$ cat config.mk
export PLATFORM = sky130hd
export DESIGN_NAME = alu_src_sel_pipe
export DESIGN_NICKNAME = d
export VERILOG_FILES = /design/src/rtl/alu_src_sel_pipe.sv
export SDC_FILE = /design/constraint.sdc
export NUM_CORES = 1
export LEC_CHECK = 0
export ABC_CLOCK_PERIOD_IN_PS = 1450
export CORE_MARGIN = 2
export CORE_UTILIZATION = 42
export CTS_CLUSTER_SIZE = 30
export DETAILED_ROUTE_END_ITERATION = 12
export GPL_TIMING_DRIVEN = 1
export PLACE_DENSITY = 0.84
export SLEW_MARGIN = 20
export SYNTH_ARGS = -nofsm -noshare
export SYNTH_HDL_FRONTEND = slang
export SYNTH_SLANG_ARGS = --single-unit
$ cat constraint.sdc
create_clock -name clk -period 1.45 [get_ports clk]
set_input_delay 0.2175 -clock clk [delete_from_list [all_inputs] [get_ports clk]]
set_output_delay 0.2175 -clock clk [all_outputs]
set_load 0.03 [all_outputs]
$ cat src/rtl/alu_src_sel_pipe.sv
// Registered ALU operand selector: NSRC sources, zero for out-of-range codes, valid/ready with 1-entry skid.
// Optional sticky sel_err output when ALU_SRC_SELERR_EN is defined.
module alu_src_sel_pipe #(
    parameter int unsigned WIDTH = 32,
    parameter int unsigned NSRC  = 2,
    parameter int unsigned SELW  = 2
) (
    input  logic                  clk,
    input  logic                  reset,
    input  logic                  in_valid,
    output logic                  in_ready,
    input  logic [SELW-1:0]       selector,
    input  logic [NSRC*WIDTH-1:0] data_in,
    output logic                  out_valid,
    input  logic                  out_ready,
    output logic [WIDTH-1:0]      data_out,
    output logic                  out_zero
`ifdef ALU_SRC_SELERR_EN
    ,
    output logic                  sel_err
`endif
);

    generate
        if ((NSRC < 1) || ((1 << SELW) <= NSRC)) begin : g_param_check
            $error("alu_src_sel_pipe: need 1 <= NSRC < 2**SELW");
        end
    endgenerate

    logic [WIDTH-1:0] sel_val;
    logic [WIDTH-1:0] skid_data;
    logic             skid_valid;
    logic             accept;
    logic             main_free;

    always_comb begin
        sel_val = '0;
        for (int unsigned k = 0; k < NSRC; k++) begin
            if (selector == SELW'(k)) begin
                sel_val = data_in[k*WIDTH +: WIDTH];
            end
        end
    end

    assign in_ready  = !skid_valid && !reset;
    assign accept    = in_valid && in_ready;
    // Main register can take a new word when it is empty or being consumed this cycle.
    assign main_free = !out_valid || out_ready;

    always_ff @(posedge clk) begin
        if (reset) begin
            out_valid  <= 1'b0;
            data_out   <= '0;
            out_zero   <= 1'b1;
            skid_valid <= 1'b0;
            skid_data  <= '0;
        end else if (main_free) begin
            if (skid_valid) begin
                data_out   <= skid_data;
                out_zero   <= (skid_data == '0);
                out_valid  <= 1'b1;
                skid_valid <= accept;
                if (accept) begin
                    skid_data <= sel_val;
                end
            end else if (accept) begin
                data_out  <= sel_val;
                out_zero  <= (sel_val == '0);
                out_valid <= 1'b1;
            end else begin
                out_valid <= 1'b0;
            end
        end else if (accept) begin
            skid_data  <= sel_val;
            skid_valid <= 1'b1;
        end
    end

`ifdef ALU_SRC_SELERR_EN
    localparam logic [SELW-1:0] NSRC_CODE = SELW'(NSRC);

    // Code NSRC is the one legal zero select; anything above it flags an error.
    always_ff @(posedge clk) begin
        if (reset) begin
            sel_err <= 1'b0;
        end else if (accept && (selector > NSRC_CODE)) begin
            sel_err <= 1'b1;
        end
    end
`endif

endmodule

==> results.yml, run 1 <==
worst_setup_path:
  r2r-end: "out_zero"
  critPathMaxFanout: 2
  cp_slowest_cell: "dfxtp_2"
  reg2regPathDepth: 6
  crit_start: "skid_data[26]"
  path_class: "reg2reg"
  critPathLaunchType: "flop"
  worstSetupEndpointType: "flop"
  endpoint: "out_zero"
  crit_path_max_incr_delay_ns: 0.35
  arrival_ns: 2.07
  crit_required_ns: 1.73
  r2r_slack_ns: -0.34
  worstPathCellList: "nor4_4 -> buf_4 -> nand4_1 -> nor4_4 -> nand4_1 -> a41oi_2"
  r2r-start: "skid_data[26]"
cells_and_area:
  layout-drive-gt1-share_pct: 25.4
  design_area_um2: 5590
  utilization_pct: 73.2
  synthToLayoutAreaGrowth_pct: 70.3
  diodes: 0
  finalNetCount: 624
routing:
  wl_per_cell_um: 23.0
  postRouteAntennaNets: 0
  num_vias: 4309
  dr.pass1.iters: 8
  drt_iter0_markers: 677
  drt_wl_total_mm: 15.2
  route.detailed.drc: 0
  viasPerCell: 6.52
clock_tree:
  cts.sinks: 67
  cts_buffer_depth: 2
  numCtsBuffers: 9
  root_buffer: "clkbuf_8"
  hold_buffers: 0
  htree_levels: 3
  cts_tree: "built"
  clock_latency_ns: 0.36
  clk_pin_slew_worst_paths_ns: 0.08
synth:
  synthTopCellsByArea: "dfxtp_1 (41%), mux2i_1 (10%), nor3_1 (10%), a21oi_1 (10%), nor2_1 (7.9%)"
  yosysSeqAreaShare_pct: 40.8
  synth_edf_count: 0
  yosysWarnings: 0
  synthCells: 412
  synth_flop_cell: "dfxtp_1"
  synth_most_common_cell: "nor2_1"
  ys_types: 24
  synth.avg_cell_area_um2: 7.97
  syn_nets: 482
  async_flop_share_pct: 0
  yosys_register_bits: 67
  synth_area_um2: 3290
  yosysTopAreaCell: "dfxtp_1"
  synth_top_area_share_pct: 40.8
  synthTopCellsByCount: "nor2_1 (69), nor3_1 (68), dfxtp_1 (67), a21oi_1 (66), mux2i_1 (34)"
sta:
  period_share_pct: 123
  fin_ws_ns: -0.335
  rsz0062_at_grt: "yes"
  slew_viol_final: 0
  setup_violations: 13
  fin_skew_ns: 0.00581
  slew_headroom_pct: 61.0
  finalCriticalPeriod_ns: 1.79
  max_slew.worst_pin.slew_ns: 0.568
  hold_viol: 0
  finalSetupTns_ns: -0.717
  max_freq_mhz: 560
die:
  die_x_um: 92.4
  start_util_pct: 43.0
  core_um2: 7650
  die_h_um: 92.4
  num_rows: 32
  die_area_um2: 8550
  ios: 105
worst_hold_path:
  min_from: "reset"
  hp-class: "in2reg"
pwr:
  p_leak_nw: 2.27
  power_density_nw_per_um2: 916
  ir_drop_uv: 523
outcome:
  status: "complete, but fails checks"
  failed_checks: "setup timing"
grt:
  grt_pass1_wl_mm: 18.9
  antenna_found_initial: 0
  grt_usage_pct: 28.5
  grt_max_degree: 64
  grt_pass1_vias: 3790
  overflow: 0
placement:
  dp_hpwl_mm: 7.62
  routabilityCongestion: 0.858
  place.port_buffers: 104
  placed_cell_area_um2: 4710
run:
  maxCapViolations: 0
## what timing repair did
item                                   in CTS  in global routing
pin swaps                                   3                 23
setup endpoints to repair                  77                 35
buffers inserted                            5                  2
resized for setup                          51                 64
cloned                                      4                  5
endpoints found under the hold margin       0                  0
## sequential cells by signal (all words and copies together) (netlist names)
name	count
skid_valid	1
out_valid	1
skid_data	32
out_zero	1
data_out	32
## where the power goes
part	total, mW	switching [mW]	leakage, nW	internal, mW
clock	1.92	0.785	0.119	1.14
combinational	1.23	0.695	1.60	0.540
sequential	1.97	0.0497	0.548	1.92
total	5.13	1.53	2.27	3.60
## final cells by class
class,count,area [µm²]
clock buffers,9,124
inverters,1,3.75
multi-input cells,305,2130
well taps,102,128
fillers,485,2050
clock inverters,7,116
repair buffers,170,1740
flip-flops and latches,67,1350
## logic make-up (layout without fill, tap and decap cells)
family                 Yosys count  after routing  share of synthesized area, %
multiplexers                    34             34                          10.4
AND/OR/NAND/NOR                171            171                          24.8
AO/OA/AOI/OAI                  100            100                          18.4
flip-flops                      67             67                          40.8
buffers and inverters           40            187                          5.64
## per-layer routing
metal  vias to the layer above  GRT usage (%)  wire length (µm)
li1                       1803              -                 -
met1                      1994           33.4              5390
met2                       399           47.4              6800
met3                       113           5.53              1790
met4                         0           18.7              1240
met5                         -              0                 0
## critical path, delay by kind of cell (launching register included)
family / cells / cell delay (ns)
simple gates: 4 / 0.94
flops: 1 / 0.35
compound gates: 1 / 0.24
buf+inv: 1 / 0.17
## per-stage QoR
stage | hold WS, ns | worst slack, ns | total power, mW | instances
4_1_cts | 0.330 | -0.187 | 4.92 | 654
3_3_place_gp | 0.488 | -0.454 | 3.00 | 629
3_5_place_dp | 0.492 | -0.482 | 3.03 | 629
6_report | 0.324 | -0.335 | 5.13 | 661
5_1_grt | 0.343 | -0.316 | 5.25 | 661
2_1_floorplan | 0.393 | 0.0683 | 2.52 | 412
## cells in the final DEF, fill, tap and decap left out, drive strengths merged
master and n:
nand2b 2, nor4 18, a21oi 66, nor3 68, or4 1, inv 1
nor2 69, bufinv 3, dfxtp 67, buf 64, clkinvlp 1, mux2i 34
nor4b 2, nand4 6, a41oi 1, a2111oi 1, clkdlybuf4s50 61, a211oi 31
dlymetal6s2s 5, clkinv 3, a311oi 1, dlygate4sd2 34, clkbuf 14, nand2 3
nand3 1, nor2b 1, bufbuf 1
## how the worst min path moves through the flow
stage	endpoint	slack [ns]	depth (start not counted)
final	data_out[5]	0.32	3
after global placement	data_out[10]	0.49	2
after detailed placement	data_out[15]	0.49	2
after CTS	data_out[4]	0.33	3
after floorplan	skid_valid	0.39	2
after global routing	skid_data[2]	0.34	3
No activity file was read; power rests on OpenSTA's default activity.
==> run 2: changes to the inputs <==
- CAP_MARGIN: not set -> 20
- CTS_CLUSTER_SIZE: 30 -> not set
==> results of run 2 <==
Final layout, timing and power as in run 1 (identical DEF).
